## config.mk

```make
export PLATFORM = sky130hd
export DESIGN_NAME = decode_inst_queue
export DESIGN_NICKNAME = d
export VERILOG_FILES = /design/src/rtl/decode_inst_queue_pkg.sv /design/src/rtl/decode_inst_queue_iq_storage.sv /design/src/rtl/decode_inst_queue.sv
export SDC_FILE = /design/constraint.sdc
export NUM_CORES = 1
export LEC_CHECK = 0
export CORE_AREA = 2 2 240 242
export DETAILED_ROUTE_END_ITERATION = 8
export DIE_AREA = 0 0 242 244
export GPL_TIMING_DRIVEN = 0
export PLACE_DENSITY = 0.95
export SKIP_LAST_GASP = 1
export SLEW_MARGIN = 0
export SYNTH_ARGS = -nofsm -noshare
export SYNTH_HDL_FRONTEND = slang
export SYNTH_HIERARCHICAL = 1
export SYNTH_SLANG_ARGS = --single-unit
```

## constraint.sdc

```tcl
create_clock -name clk -period 29.7 [get_ports clk]
set_input_delay 8.91 -clock clk [delete_from_list [all_inputs] [get_ports clk]]
set_output_delay 8.91 -clock clk [all_outputs]
set_load 0.05 [all_outputs]
```

## src/rtl/decode_inst_queue_pkg.sv

```systemverilog
// Shared types for the decode instruction queue: fetch entry layout, issue width,
// fetch exception cause codes and a 2-bit population count helper.
package decode_inst_queue_pkg;

    localparam int ISSUE_WIDTH = 2;

    localparam logic [6:0] EXCEPTION_NONE        = 7'd0;
    localparam logic [6:0] EXCEPTION_INST_MISAL  = 7'd1;
    localparam logic [6:0] EXCEPTION_INST_FAULT  = 7'd2;
    localparam logic [6:0] EXCEPTION_INST_PAGE   = 7'd12;

    typedef struct packed {
        logic [31:0] pc;
        logic [31:0] inst;
        logic        exc;
        logic [6:0]  exc_cause;
    } fetch_entry_t;

    function automatic logic [1:0] popcnt2(input logic [1:0] v);
        return {v[1] & v[0], v[1] ^ v[0]};
    endfunction

endpackage

```

## src/rtl/decode_inst_queue_iq_storage.sv

```systemverilog
// Reset-free DEPTH-entry storage with two write ports and two asynchronous read
// ports; the two write addresses are always distinct.
module iq_storage
    import decode_inst_queue_pkg::*;
#(
    parameter int DEPTH = 8
) (
    input  logic                       clk,
    input  logic [1:0]                 we_i,
    input  logic [$clog2(DEPTH)-1:0]   waddr0_i,
    input  logic [$clog2(DEPTH)-1:0]   waddr1_i,
    input  fetch_entry_t               wdata0_i,
    input  fetch_entry_t               wdata1_i,
    input  logic [$clog2(DEPTH)-1:0]   raddr0_i,
    input  logic [$clog2(DEPTH)-1:0]   raddr1_i,
    output fetch_entry_t               rdata0_o,
    output fetch_entry_t               rdata1_o
);

    fetch_entry_t mem_q [DEPTH];

    // write ports
    always_ff @(posedge clk) begin
        if (we_i[0]) begin
            mem_q[waddr0_i] <= wdata0_i;
        end
        if (we_i[1]) begin
            mem_q[waddr1_i] <= wdata1_i;
        end
    end

    assign rdata0_o = mem_q[raddr0_i];
    assign rdata1_o = mem_q[raddr1_i];

endmodule

```

## src/rtl/decode_inst_queue.sv

```systemverilog
// Dual-issue fetch-to-decode instruction queue with pointer/count control.
// Optional same-cycle bypass of incoming entries when defined: IQ_BYPASS_EN.
module decode_inst_queue
    import decode_inst_queue_pkg::*;
#(
    parameter int DEPTH = 8
) (
    input  logic             clk,
    input  logic             rst,
    input  logic             flush,
    input  logic [1:0]       in_valid,
    input  logic [1:0][31:0] in_pc,
    input  logic [1:0][31:0] in_inst,
    input  logic [1:0]       in_exc,
    input  logic [1:0][6:0]  in_exc_cause,
    output logic             in_ready,
    output logic [1:0]       out_valid,
    output logic [1:0][31:0] out_pc,
    output logic [1:0][31:0] out_inst,
    output logic [1:0]       out_exc,
    output logic [1:0][6:0]  out_exc_cause,
    input  logic [1:0]       dec_accept
);

    localparam int PW = $clog2(DEPTH);
    localparam int CW = PW + 1;
    localparam logic [CW-1:0] READY_MAX = CW'(DEPTH - 2);

    logic [PW-1:0] head_q, head_d, tail_q, tail_d;
    logic [CW-1:0] count_q, count_d;

    fetch_entry_t [1:0] in_ent_s, rd_ent_s, out_ent_s;
    fetch_entry_t       wr_ent0_s;
    logic [1:0] in_vld_s, st_vld_s, out_vld_s, acc_s, we_s;
    logic [1:0] push_n_s, pop_n_s, st_avail_s, pop_st_s, pop_in_s, wr_n_s;
    logic       push_ok_s;

    assign in_ready  = (count_q <= READY_MAX);
    assign push_ok_s = in_ready && !flush;
    assign in_vld_s  = in_valid[0] ? in_valid : 2'b00;
    assign push_n_s  = push_ok_s ? popcnt2(in_vld_s) : 2'd0;
    assign st_vld_s  = {count_q >= CW'(2), count_q >= CW'(1)};

    // pack incoming slots into entries
    always_comb begin
        for (int i = 0; i < 2; i++) begin
            in_ent_s[i].pc        = in_pc[i];
            in_ent_s[i].inst      = in_inst[i];
            in_ent_s[i].exc       = in_exc[i];
            in_ent_s[i].exc_cause = in_exc_cause[i];
        end
    end

    // decoder-facing view: stored entries, optionally topped up from the input
    always_comb begin
        out_ent_s = rd_ent_s;
        out_vld_s = st_vld_s;
`ifdef IQ_BYPASS_EN
        if (push_ok_s && (count_q == CW'(0))) begin
            out_ent_s = in_ent_s;
            out_vld_s = in_vld_s;
        end else if (push_ok_s && (count_q == CW'(1)) && in_vld_s[0]) begin
            out_ent_s[1] = in_ent_s[0];
            out_vld_s[1] = 1'b1;
        end else begin
            out_vld_s = st_vld_s;
        end
`endif
    end

    // drive decoder outputs, zeroed where the slot is empty
    always_comb begin
        for (int i = 0; i < 2; i++) begin
            out_pc[i]        = out_vld_s[i] ? out_ent_s[i].pc        : 32'd0;
            out_inst[i]      = out_vld_s[i] ? out_ent_s[i].inst      : 32'd0;
            out_exc[i]       = out_vld_s[i] ? out_ent_s[i].exc       : 1'b0;
            out_exc_cause[i] = out_vld_s[i] ? out_ent_s[i].exc_cause : 7'd0;
        end
        out_valid = out_vld_s;
    end

    // Pops consume stored entries first; any remainder came straight off the
    // input and is therefore never written.
    assign acc_s      = dec_accept[0] ? dec_accept : 2'b00;
    assign pop_n_s    = popcnt2(acc_s & out_vld_s);
    assign st_avail_s = (count_q >= CW'(2)) ? 2'd2 : count_q[1:0];
    assign pop_st_s   = (pop_n_s > st_avail_s) ? st_avail_s : pop_n_s;
    assign pop_in_s   = pop_n_s - pop_st_s;
    assign wr_n_s     = push_n_s - pop_in_s;
    assign we_s       = {wr_n_s == 2'd2, wr_n_s != 2'd0};
    assign wr_ent0_s  = pop_in_s[0] ? in_ent_s[1] : in_ent_s[0];

    // pointer and count next state, flush has priority
    always_comb begin
        if (flush) begin
            head_d  = '0;
            tail_d  = '0;
            count_d = '0;
        end else begin
            head_d  = head_q + PW'(pop_st_s);
            tail_d  = tail_q + PW'(wr_n_s);
            count_d = count_q + CW'(push_n_s) - CW'(pop_n_s);
        end
    end

    // control state registers
    always_ff @(posedge clk or posedge rst) begin
        if (rst) begin
            head_q  <= '0;
            tail_q  <= '0;
            count_q <= '0;
        end else begin
            head_q  <= head_d;
            tail_q  <= tail_d;
            count_q <= count_d;
        end
    end

    iq_storage #(.DEPTH(DEPTH)) u_storage (
        .clk      (clk),
        .we_i     (we_s),
        .waddr0_i (tail_q),
        .waddr1_i (tail_q + PW'(1)),
        .wdata0_i (wr_ent0_s),
        .wdata1_i (in_ent_s[1]),
        .raddr0_i (head_q),
        .raddr1_i (head_q + PW'(1)),
        .rdata0_o (rd_ent_s[0]),
        .rdata1_o (rd_ent_s[1])
    );

endmodule

```

---- After elaboration in Yosys (flattened, before gate mapping) ----
Memory sizes are Yosys's and may differ from the RTL's.
Index checks and enable logic that the tools add are counted.
word-level totals
  register bits ........................... 10
  bits in latches ......................... 0
  input port bits ......................... 151
  bits in writable memories ............... 576
  bits in read-only memories .............. 0
  memories ................................ 1
cells by class
  multiply operators ...................... 0
  eq/ne operators ......................... 1
  muxes and demuxes ....................... 21
  shift-type cells ........................ 0
  order comparisons ....................... 4
  divide/modulo/power cells ............... 0
  reduce and logical (&&, ||, !) cells .... 3
  add/sub/neg operators ................... 8
  bitwise operators ....................... 5
memories
  name             words  width  rd ports  clocked after Yosys merged registers in  wr ports  line                                text
  u_storage.mem_q  8      72     2         0                                        2         decode_inst_queue_iq_storage.sv:20  fetch_entry_t mem_q [DEPTH];
operator list
  kind                                                             number
  two-way mux 32 bit                                               4
  two-way mux 72 bit                                               1
  two-way mux 7 bit                                                2
  two-way mux 2 bit                                                5
  adder 3 x 1 -> 3 bit (second input constant)                     2
  adder 3 x 2 -> 3 bit                                             2
  two-way mux 1 bit                                                6
  two-way mux 3 bit                                                2
  adder 4 x 2 -> 4 bit                                             1
  >= comparator 4 x 1 -> 1 bit (second input constant)             1
  >= comparator 4 x 2 -> 1 bit (second input constant)             1
  less-or-equal comparator 4 x 3 -> 1 bit (second input constant)  1
  two-way mux 4 bit                                                1
  subtractor 2 bit                                                 2
  subtractor 4 x 2 -> 4 bit                                        1
  bitwise AND 1 bit                                                2
  bitwise AND 2 bit                                                1
  equality test 2 bit (second input constant)                      1
  > comparator 2 bit                                               1
  nonzero test 2 bit                                               1
  bitwise XOR 1 bit                                                2
  logical AND 1 bit                                                1
  logical NOT 1 bit                                                1

---- Depth between registers and ports, before layout ----
  depth after elaboration ................. 10
  mapped depth ............................ 27
  depth with buffers taken out ............ 22

---- Modules after synthesis ----
The synthesis kept the hierarchy.
modules (own cells, without submodules)
  module             area each (um^2)  cells each  instances  seq. area each (um^2)
  iq_storage         33128.0           1749        1          17296.6
  decode_inst_queue  2690.1            327         1          250.2

---- Worst setup path after synthesis ----
Ideal clock, no wire load.
  kind .................................... input to register
  from .................................... input port dec_accept[0]
  to ...................................... memory u_storage/mem_q[0][0] (netlist name), enable pin
  stages on the path ...................... 18
  data required time ...................... 29092 ps
  path buffers ............................ 2
  library setup time ...................... 608 ps
  setup slack ............................. 12091 ps
  arrival time ............................ 17001 ps
  cells stage by stage .................... and3_1 -> ha_1 -> inv_1 -> ha_1 -> inv_1 -> o22ai_1 -> a21oi_1 -> ha_1 -> buf_2 -> buf_2 -> inv_1 -> ha_1 -> xnor2_1 -> xnor2_2 -> xnor2_2 -> or2_1 -> nand2b_1 -> o31ai_1
RTL lines
  what                line                                text
  start: declaration  decode_inst_queue.sv:22             input logic [1:0] dec_accept
  end: declaration    decode_inst_queue_iq_storage.sv:20

==> out/qor.yml <==
synth_cell_types: 39
required_ns: 30.03
layout.nets: 2632
post-cts-setup-buffer-count: 0
yosysTopAreaCellShare: 0.483
max_freq_mhz: 66.0
netlist_instances: 2076
portBuffers: 297
setup_tns_ns: 0
initial_core_util: 0.638
ys_seq_area_frac: 0.490
yosys-top-cells-area: "edfxtp_1 48%, mux2_2 23%, mux4_2 18%"
die_w_um: 242
synth-seq-cells: 586
rsz0062_at_grt: "no"
grt_max_degree: 41
ys_warn_count: 6
fin_crit_sh: 0.510
clkSlewWorstSetupHoldPaths_ns: 0.06
cts_buffers: 60
cp-start-kind: "input port"
post_cts_resized: 0
worst-setup-path-type: "in -> reg"
syn_area_um2: 35800
drc: 0
syn_nets: 2247
cp_max_fo: 20
final_cell_area_um2: 42100
fin_skew_ns: 0.0182
grt_pass1_wl_um: 155000
synth_top_area_cell: "edfxtp_1"
die_area_um2: 59000
placed_cell_area_um2: 40300
status: "finished, final reports clean"
cts_tree: "yes"
cts_sinks: 586
grt.total_usage: 0.358
async_flop_share: 0.0171
vias_per_cell: 7.13
die_h_um: 244
cp-end-kind: "flop"
clkLatencyLatePin_ns: 0.64
cts_hold_buf: 0
avgRoutedWirePerCell_um: 32.6
worst_pin_slew_ns: 1.12
coreArea_um2: 56200
postRouteAntennaNets: 0
syn_avg_cell_area_um2: 17.3
maxSlewHeadroom: 0.256
hold_slack_ns: 0.596
globalplace.congestion: 0.871
io_pins: 298
cts-root-buf: "clkbuf_16"
first_pass_iters: 6
htree_levels: 2
hold_path_class: "reg -> reg"
grt_pass1_vias: 24461
wirelength_um: 106000
hold_viol: 0
ys.flop_type: "edfxtp_1"
num_rows: 87
cp.arrival_ns: 15.47
overflow: 0
antenna_found_initial: 3
drv_slew: 0
drt_iter0_markers: 3398
syn_to_final_growth_pct: 17.4
drive_gt1_frac: 0.526
clock_path_buffers: 3
vias: 23252
diodes: 0
synth_edf_count: 576
dp_hpwl_um: 68100
finalCriticalPeriod_ns: 15.14
synth_common_cells: "723 x mux2_2, 576 x edfxtp_1, 288 x mux4_2, 106 x buf_2, 77 x nor2b_1"
yosysMostFrequentCell: "mux2_2"
maxCapViolations: 0
setup_viol_count_final: 0
registers in the layout (all words and copies together) (netlist names):
signal / count
tail_q: 3
count_q: 4
head_q: 3
u_storage/mem_q: 576
through the flow:
stage | std cells | util | setup WS [ns]
final | 3261 | 0.749 | 14.56
after global routing | 3261 | 0.749 | 14.46
after CTS | 3261 | 0.749 | 14.88
after detailed placement | 3155 | 0.718 | 14.28
after global placement | 3129 | 0.707 | 5.21
after floorplan | 2076 | - | 12.09
worst max-delay path, cell delays in order:
cell	delay (ns)
clkdlybuf4s50_1	0.51
and3_1	0.22
ha_1	0.31
inv_1	0.08
ha_1	0.29
inv_1	0.05
o22ai_1	0.19
nor2_1	0.06
a21oi_1	0.20
ha_1	0.15
buf_2	0.40
buf_2	0.42
inv_1	0.09
ha_1	0.21
xnor2_1	0.25
xnor2_2	0.16
xnor2_2	0.17
and2_1	0.38
nand4_1	0.85
clkbuf_1	0.63
o21ai_4	0.40
buf_12	0.28
buf_12	0.21
layer usage:
metal	wire, um	global-route usage
met1	35900	0.453
met2	51100	0.581
met3	13400	0.0879
met4	5920	0.184
met5	30	0
cell type report:
class,count,area (um2)
inverters,16,60.1
fillers,3171,14100
flip-flops and latches,586,17500
clock inverters,27,118
repair buffers,323,3490
plain buffers,168,947
multi-input cells,1306,17400
clock buffers,79,1590
well taps,756,946
logic make-up after synthesis:
| group | synth area share |
|---|---|
| mux | 0.437 |
| flops | 0.490 |
| buf+inv | 0.0281 |
| simple gates | 0.0318 |
| fa+ha+maj | 0.00782 |
| compound gates | 0.00248 |
| xor+xnor | 0.00262 |
final timing paths:
path	start	cells past startpoint	slack, ns	end
max	dec_accept[0]	23	14.56	u_storage/mem_q[7][30]
min	head_q[2]	2	0.60	head_q[2]
max reg2reg	count_q[3]	28	22.16	u_storage/mem_q[7][30]
min reg2reg	head_q[2]	2	0.60	head_q[2]
max in group asynchronous	rst	2	20.71	head_q[2]
min in group asynchronous	rst	2	8.66	tail_q[0]
cells in the final DEF (no fill, tap or decap), drive strengths merged, types with 5 or more instances in the layout:
cell type        n
inv             17
mux4           288
edfxtp         576
mux2           792
dfrtp           10
nand2            5
clkdlybuf4s50  297
and2            75
nor2             9
clkbuf         117
xnor2            6
clkinv          26
ha              16
nor2b           77
buf            156
Power is left out: the tool's default activity adds up to more than one toggle a clock period on the data nets, which glitch-free logic cannot reach.
